`src/rtl/vga_timing_pkg.sv`:
```
// Default VGA 640x480@60 timing constants and helpers shared by the sync generator.
package vga_timing_pkg;
    localparam int CNT_W = 10;

    localparam int DEF_H_DISPLAY = 640;
    localparam int DEF_H_FRONT   = 16;
    localparam int DEF_H_SYNC    = 96;
    localparam int DEF_H_BACK    = 48;
    localparam int DEF_V_DISPLAY = 480;
    localparam int DEF_V_FRONT   = 10;
    localparam int DEF_V_SYNC    = 2;
    localparam int DEF_V_BACK    = 33;

    function automatic int timing_total(input int disp, input int front,
                                        input int sync, input int back);
        return disp + front + sync + back;
    endfunction
endpackage

```
`src/rtl/vga_sync_delay_line.sv`:
```
// Generic WIDTH x DEPTH enabled shift register with a per-bit reset value.
module sync_delay_line #(
    parameter int               WIDTH   = 3,
    parameter int               DEPTH   = 2,
    parameter logic [WIDTH-1:0] RST_VAL = '0
) (
    input  logic             clk,
    input  logic             rst,
    input  logic             en,
    input  logic [WIDTH-1:0] d,
    output logic [WIDTH-1:0] q
);
    logic [DEPTH-1:0][WIDTH-1:0] stage;

    always_ff @(posedge clk or posedge rst) begin
        if (rst) begin
            stage <= {DEPTH{RST_VAL}};
        end else if (en) begin
            stage[0] <= d;
            for (int i = 1; i < DEPTH; i++)
                stage[i] <= stage[i-1];
        end
    end

    assign q = stage[DEPTH-1];
endmodule

```
`src/rtl/vga_sync_gen.sv`:
```
// VGA timing generator: pixel-tick divider, h/v counters, delayed syncs and blanked color.
module vga_sync_gen
    import vga_timing_pkg::*;
#(
    parameter int CLK_DIV   = 4,
    parameter int H_DISPLAY = DEF_H_DISPLAY,
    parameter int H_FRONT   = DEF_H_FRONT,
    parameter int H_SYNC    = DEF_H_SYNC,
    parameter int H_BACK    = DEF_H_BACK,
    parameter int V_DISPLAY = DEF_V_DISPLAY,
    parameter int V_FRONT   = DEF_V_FRONT,
    parameter int V_SYNC    = DEF_V_SYNC,
    parameter int V_BACK    = DEF_V_BACK,
    parameter int PIPE_DLY  = 2
) (
    input  logic        clk,
    input  logic        rst,
    input  logic [11:0] color_in,
    output logic        pixel_tick,
    output logic [9:0]  pixel_x,
    output logic [9:0]  pixel_y,
    output logic        video_on,
    output logic        frame_start,
    output logic        hsync,
    output logic        vsync,
    output logic [11:0] rgb
);
    localparam int H_TOTAL  = timing_total(H_DISPLAY, H_FRONT, H_SYNC, H_BACK);
    localparam int V_TOTAL  = timing_total(V_DISPLAY, V_FRONT, V_SYNC, V_BACK);
    localparam int HS_START = H_DISPLAY + H_FRONT;
    localparam int HS_END   = HS_START + H_SYNC;
    localparam int VS_START = V_DISPLAY + V_FRONT;
    localparam int VS_END   = VS_START + V_SYNC;
    localparam int DIV_W    = (CLK_DIV > 1) ? $clog2(CLK_DIV) : 1;

    localparam logic [DIV_W-1:0] DIV_LAST = DIV_W'(CLK_DIV - 1);
    localparam logic [CNT_W-1:0] H_LAST   = CNT_W'(H_TOTAL - 1);
    localparam logic [CNT_W-1:0] V_LAST   = CNT_W'(V_TOTAL - 1);

    logic [DIV_W-1:0] div_cnt;
    logic [CNT_W-1:0] h, v;
    logic             h_wrap, v_wrap;
    logic             hs_raw, vs_raw, vid_d;
    logic [11:0]      color_q;

    // Tick is registered from the terminal count, so with CLK_DIV=1 it is high every cycle.
    always_ff @(posedge clk or posedge rst) begin
        if (rst) begin
            div_cnt    <= '0;
            pixel_tick <= 1'b0;
        end else begin
            pixel_tick <= (div_cnt == DIV_LAST);
            div_cnt    <= (div_cnt == DIV_LAST) ? '0 : div_cnt + 1'b1;
        end
    end

    assign h_wrap = (h == H_LAST);
    assign v_wrap = (v == V_LAST);

    always_ff @(posedge clk or posedge rst) begin
        if (rst) begin
            h           <= '0;
            v           <= '0;
            frame_start <= 1'b0;
        end else begin
            frame_start <= pixel_tick && h_wrap && v_wrap;
            if (pixel_tick) begin
                if (h_wrap) begin
                    h <= '0;
                    v <= v_wrap ? '0 : v + 1'b1;
                end else begin
                    h <= h + 1'b1;
                end
            end
        end
    end

    assign pixel_x  = h;
    assign pixel_y  = v;
    assign video_on = (h < CNT_W'(H_DISPLAY)) && (v < CNT_W'(V_DISPLAY));
    assign hs_raw   = !((h >= CNT_W'(HS_START)) && (h < CNT_W'(HS_END)));
    assign vs_raw   = !((v >= CNT_W'(VS_START)) && (v < CNT_W'(VS_END)));

    // Idle state of the pipe: syncs deasserted (high), video off.
    sync_delay_line #(
        .WIDTH   (3),
        .DEPTH   (PIPE_DLY),
        .RST_VAL (3'b110)
    ) u_dly (
        .clk (clk),
        .rst (rst),
        .en  (pixel_tick),
        .d   ({hs_raw, vs_raw, video_on}),
        .q   ({hsync, vsync, vid_d})
    );

    always_ff @(posedge clk or posedge rst) begin
        if (rst)             color_q <= '0;
        else if (pixel_tick) color_q <= color_in;
    end

    assign rgb = vid_d ? color_q : 12'h000;
endmodule
```
`config.mk`:
```
export PLATFORM = sky130hd
export DESIGN_NAME = vga_sync_gen
export DESIGN_NICKNAME = d
export VERILOG_FILES = /design/src/rtl/vga_timing_pkg.sv /design/src/rtl/vga_sync_delay_line.sv /design/src/rtl/vga_sync_gen.sv
export SDC_FILE = /design/constraint.sdc
export NUM_CORES = 1
export LEC_CHECK = 0
export BUFFER_PORTS_ARGS = -buffer_cell sky130_fd_sc_hd__buf_4
export CAP_MARGIN = 15
export CORE_AREA = 2 2 77 57
export CTS_CLUSTER_SIZE = 10
export DETAILED_ROUTE_END_ITERATION = 8
export DIE_AREA = 0 0 79 59
export PLACE_DENSITY = 0.76
export REMOVE_ABC_BUFFERS = 1
export SETUP_SLACK_MARGIN = 0.4
export SYNTH_ARGS = -nofsm -noshare
export SYNTH_HDL_FRONTEND = slang
export SYNTH_SLANG_ARGS = --single-unit
```
`constraint.sdc`:
```
create_clock -name clk -period 2 [get_ports clk]
set_clock_uncertainty 0.15 [all_clocks]
set_input_delay 0.2 -clock clk [delete_from_list [all_inputs] [get_ports clk]]
set_output_delay 0.2 -clock clk [all_outputs]
set_load 0.03 [all_outputs]
```
==> results of run 1 <==
==> area by class of cell <==
cell class | count | area (um^2) | area share (%)
sequential | 42 | 1060 | 35.7
multi-input combinational | 116 | 913 | 30.6
timing repair buffer | 100 | 825 | 27.6
clock buffer | 6 | 82.6 | 2.77
tap | 52 | 65.1 | 2.18
inverter | 6 | 22.5 | 0.754
clock inverter | 2 | 12.5 | 0.419
==> cell families (layout without fill, tap and decap cells) <==
logic type | count (synthesis) | in the layout | share of synthesized area (%)
buffers and inverters | 14 | 114 | 3.09
adder cells (fa/ha/maj) | 5 | 5 | 3.22
flip-flops | 42 | 42 | 54.4
multiplexers | 20 | 20 | 11.3
AO/OA/AOI/OAI | 7 | 7 | 2.13
AND/OR/NAND/NOR | 71 | 71 | 19.9
XOR/XNOR | 13 | 13 | 5.87
==> power breakdown <==
group | switching, mW | internal [mW] | leakage [nW] | total (mW)
logic | 0.0614 | 0.0637 | 0.854 | 0.125
registers | 0.00610 | 0.861 | 0.510 | 0.867
clock network | 0.303 | 0.278 | 0.0472 | 0.581
total | 0.371 | 1.20 | 1.41 | 1.57
==> layout by cell type (no fill, tap or decap), types with 5 or more instances in the layout <==
master         count
buf_4             82
dfrtp_1           31
mux2_2            16
dlygate4sd3_1     13
nand2_1           12
nor2_1            12
and2_1            12
xnor2_1            9
dfrtp_2            7
nand4_1            6
clkbuf_8           6
nand3_1            5
==> critical path: stages, from the launching register on <==
cell	delay (ns)
dfrtp_1	0.39
or3_1	0.37
or4_4	0.48
buf_4	0.17
nand3_2	0.04
o21ai_0	0.09
==> repair_timing <==
| item | in CTS | in global routing |
|---|---|---|
| buffers inserted | 13 | 11 |
| pin swaps | 5 | 15 |
| endpoints found under the hold margin | 49 | 1 |
| gates cloned | 0 | 1 |
| hold buffers | 12 | 1 |
| gates resized for setup | 18 | 19 |
| endpoints found under the setup margin | 18 | 19 |
==> final timing paths <==
check | slack, ns | start | to | cells after the start
worst max-delay path | 0.18 | pixel_y[5] | pixel_y[1] | 5
worst min-delay path | 0.31 | div_cnt[0] | div_cnt[0] | 1
worst max register to register | 0.18 | pixel_y[5] | pixel_y[1] | 5
worst min register to register | 0.31 | div_cnt[0] | div_cnt[0] | 1
max in group asynchronous | 0.87 | rst | pixel_x[6] | 4
min in group asynchronous | 0.44 | rst | color_q[10] | 4
==> state kept, by name, summed over array words and instances, names as in the netlist <==
signal	flops
pixel_x	10
u_dly.q	3
pixel_tick	1
div_cnt	2
u_dly.stage	3
frame_start	1
color_q	12
pixel_y	10
==> layer usage <==
metal | vias up | part of all wire [%] | GRT usage (%)
li1 | 794 | - | -
met1 | 835 | 46 | 28.2
met2 | 43 | 49 | 31.4
met3 | 9 | 3.7 | 5.49
met4 | 0 | 1.3 | 6.65
met5 | - | 0 | 0
==> flow_summary.yaml, run 1 <==
cts:
  htree_levels: 2
  clock_sinks: 42
  clock-root-buffer: "clkbuf_8"
  clock_path_buffers: 2
  cts_tree: "done"
  clkTransAtPathRegs_ns: 0.08
  cts_buffers: 5
  insertion_delay_ns: 0.29
critical_path:
  setup.worst_path.class: "register to register"
  required_ns: 2.02
  crit_path_max_fanout: 7
  cp-end-kind: "register"
  cp.arrival_ns: 1.84
  critPathLaunchType: "register"
floorplanning:
  ios: 51
  start_util_pct: 50.4
  die-area_mm2: 0.00466
  num_rows: 19
  die_w_um: 79
  core_mm2: 0.00385
  die_h_um: 59
timing:
  layout_setup_ws_ns: 0.181
  relSlewSlack_pct: 65.0
  period_needed_ns: 1.82
  fin_worst_hold_slack_ns: 0.313
  maxSlewViolCount: 0
  timing.fmax_mhz: 550
  rsz0062_at_grt: "true"
  hold_viol: 0
  worst_pin_slew_ns: 0.526
  tns_ns: 0
  min_period_over_period_pct: 91.0
  setup_viol: 0
yosys:
  synth_ff_type: "dfrtp_1"
  synth_edf_count: 0
  synth.distinct_cells: 33
  yosys_warnings: 0
  synth_top_area_share_pct: 49.0
  synth_area_per_cell_um2: 11.3
  async_reset_ff_share_pct: 100
  synth_area_leaders: "dfrtp_1 (49%), mux2_2 (9.3%), dfstp_2 (5.4%)"
  netlist_top_cells_count: "dfrtp_1 (38), mux2_2 (16), nor2_1 (13)"
  synth_top_area_cell: "dfrtp_1"
  synth.most_common_cell: "dfrtp_1"
  syn_area_mm2: 0.00194
  ys_ff_latch: 42
  synth_cells: 172
  synth-seq-area-share_pct: 54.4
global_routing:
  grtUsageTotal_pct: 20.2
  first_global_vias: 1557
  antenna_found_initial: 0
  grt_pass1_wl_um: 7180
  gr-total-overflow: 0
  grt_start_max_net_pins: 43
detailed_routing:
  viasPerCell: 5.19
  drc_errors: 0
  vias: 1681
  finalWirelength_um: 5230
  final_antenna_net_count: 0
  dr.pass1.iters: 4
  routedWlPerCell_um: 16.1
  drt_iter0_markers: 68
hold_path:
  hp-class: "register to register"
pwr:
  ir_worst_vdd_uv: 423
  p_per_area_mw_per_mm2: 527
  power_leakage_nw: 1.41
  p_total_mw: 1.57
placement:
  dp.cells: 278
  postPlaceCellArea_mm2: 0.00243
  dp_hpwl_um: 2820
  pre_cts_slack_ns: 0.107
  numPortBuffers: 50
  place_congestion: 0.931
finish:
  num-fill-cells: 234
  stdcell_area_mm2: 0.00299
  syn2layout_area_growth_pct: 53.8
  final_core_util_pct: 77.5
  final_nets: 290
  antenna_cells: 0
  drive_gt1_share_pct: 51.1
  fin_cells: 324
job:
  maxCapViolations: 0
run_status:
  run_status: "complete, no violations"
Note: power is estimated with default switching activity, not from simulation.
==> run 2, diff against run 1 <==
Settings changed: SETUP_SLACK_MARGIN 0.4 to not set.
==> run 2 against run 1 <==
Effect of this change:
- sequential cell count is the same
- cell area fell by 11%
- clock power down 2%
- non-clock buffer count is 25 lower
- via count shrank 9.9%
- worst setup slack worse by 0.044 ns
- global-route usage is 0.88 points lower
- critical path type unchanged
- highest routed layer unchanged
==> flow_summary.yaml, run 2 (synthesis gave the netlist of run 1 again) <==
run_status:
  run_status: "complete, no violations"
cts:
  insertion_delay_ns: 0.29
  htree_levels: 2
  cts_buffers: 5
  cts_tree: "done"
  clock-root-buffer: "clkbuf_8"
  clock_sinks: 42
  clkTransAtPathRegs_ns: 0.08
  clock_path_buffers: 2
critical_path:
  startpoint: "pixel_x[0]"
  cp_common_cell: "nand3_1"
  critPathMaxStageDelay_ns: 0.55
  critPathLaunchType: "register"
  setup.worst_path.class: "register to register"
  r2r-end: "pixel_y[3]"
  cp-end-kind: "register"
  crit_path_max_fanout: 6
  worstPathCellList: "ha_1 > and3_2 > nand3_1 > or4b_1 > nand3_1"
  crit_buf_inv: 0
  crit_family: "simple AND/OR/NAND/NOR gates"
  r2r_cells: 5
  rrSetupSlack_ns: 0.14
  cp.arrival_ns: 1.94
  required_ns: 2.08
  cp_slowest_cell: "or4b_1"
  rr_startpoint: "pixel_x[0]"
floorplanning:
  ios: 51
  start_util_pct: 50.4
  die_w_um: 79
  core_mm2: 0.00385
  num_rows: 19
  die_h_um: 59
  die-area_mm2: 0.00466
global_routing:
  antenna_found_initial: 0
  first_global_vias: 1474
  gr-total-overflow: 0
  grtUsageTotal_pct: 19.4
  grt_pass1_wl_um: 6890
  grt_start_max_net_pins: 43
hold_path:
  worstHoldStart: "div_cnt[0]"
  hold-path-cell-count: 1
  worstHoldEndpoint: "div_cnt[0]"
  hp-class: "register to register"
detailed_routing:
  final_antenna_net_count: 0
  routedWlPerCell_um: 13.8
  dr.pass1.iters: 4
  viasPerCell: 5.06
  finalWirelength_um: 4120
  drt_iter0_markers: 70
  drc_errors: 0
  vias: 1514
placement:
  dp_hpwl_um: 2820
  place_congestion: 0.931
  numPortBuffers: 50
  pre_cts_slack_ns: 0.107
finish:
  syn2layout_area_growth_pct: 37.3
  ff_latch_area_mm2: 0.00106
  final_common_cell: "buf_4"
  largest_register_ffs: 12
  multi_input_area_um2: 830
  drive_gt1_share_pct: 37.7
  final_core_util_pct: 69.2
  num-fill-cells: 291
  final_cell_mix: "buf_4 (62), dfrtp_1 (38), mux2_2 (16), nor2_1 (13), dlygate4sd3_1 (13)"
  antenna_cells: 0
  final_nets: 265
  top_register: "color_q"
pwr:
  comb_power_share_pct: 8.0
  p_switching_mw: 0.355
  p_per_area_mw_per_mm2: 585
  ir_worst_vdd_uv: 396
  cellInternalPower_mw: 1.20
  clkPwrFrac_pct: 36.4
  power_leakage_nw: 1.26
  switching_share_pct: 22.8
  seqPwrFrac_pct: 55.6
timing:
  worst_pin_slew_ns: 0.522
  maxSlewViolCount: 0
  min_period_over_period_pct: 93.2
  period_needed_ns: 1.86
  setup_viol: 0
  rsz0062_at_grt: "false"
  tns_ns: 0
  relSlewSlack_pct: 65.2
  layout_setup_ws_ns: 0.137
  timing.fmax_mhz: 537
  hold_viol: 0
job:
  maxCapViolations: 0
## run 2: repair_timing
| action | CTS | global route |
|---|---|---|
| setup endpoints to repair | 0 | 2 |
| setup buffers | 0 | 0 |
| gates resized for setup | 0 | 2 |
| hold buffers | 12 | 1 |
| endpoints found under the hold margin | 49 | 1 |
## run 2: worst max-delay path by stage
stage                            end  depth (start not counted)  slack [ns]
after floorplan           pixel_y[3]                          4       -0.27
after CTS                 pixel_y[2]                          4        0.07
final                     pixel_y[3]                          5        0.14
after global placement    pixel_y[3]                          4        0.16
after detailed placement  pixel_y[2]                          4        0.11
after global routing      pixel_y[3]                          5        0.04
## run 2: routing by layer
layer | vias up | share of wire, % | GRT usage, %
met3 | 5 | 4.8 | 5.18
met2 | 34 | 48 | 30.0
met5 | - | 0 | 0
met1 | 734 | 46 | 27.5
li1 | 741 | - | -
met4 | 0 | 0.66 | 5.17
## run 2: power groups by stage
stage | logic, mW | registers [mW] | clock network, mW
after floorplan | 0.0583 | 0.881 | 0
after global placement | 0.103 | 0.882 | 0
after detailed placement | 0.105 | 0.883 | 0
after CTS | 0.124 | 0.867 | 0.582
after global routing | 0.135 | 0.868 | 0.630
final | 0.124 | 0.866 | 0.567
## run 2: stage by stage
step	hold WS, ns	std cells	power [mW]	area [um^2]
after floorplan	0.202	164	0.939	1900
after global placement	0.223	278	0.986	2430
after detailed placement	0.224	278	0.988	2430
after CTS	0.00112	298	1.57	2650
after global routing	0.295	299	1.63	2660
final	0.284	299	1.56	2660
## run 2: final cells by class
type | instances | share of cell area, %
timing repair buffer | 75 | 22.4
multi-input combinational | 116 | 31.1
inverter | 6 | 0.845
sequential | 42 | 39.6
clock inverter | 2 | 0.470
clock buffer | 6 | 3.10
tap | 52 | 2.44
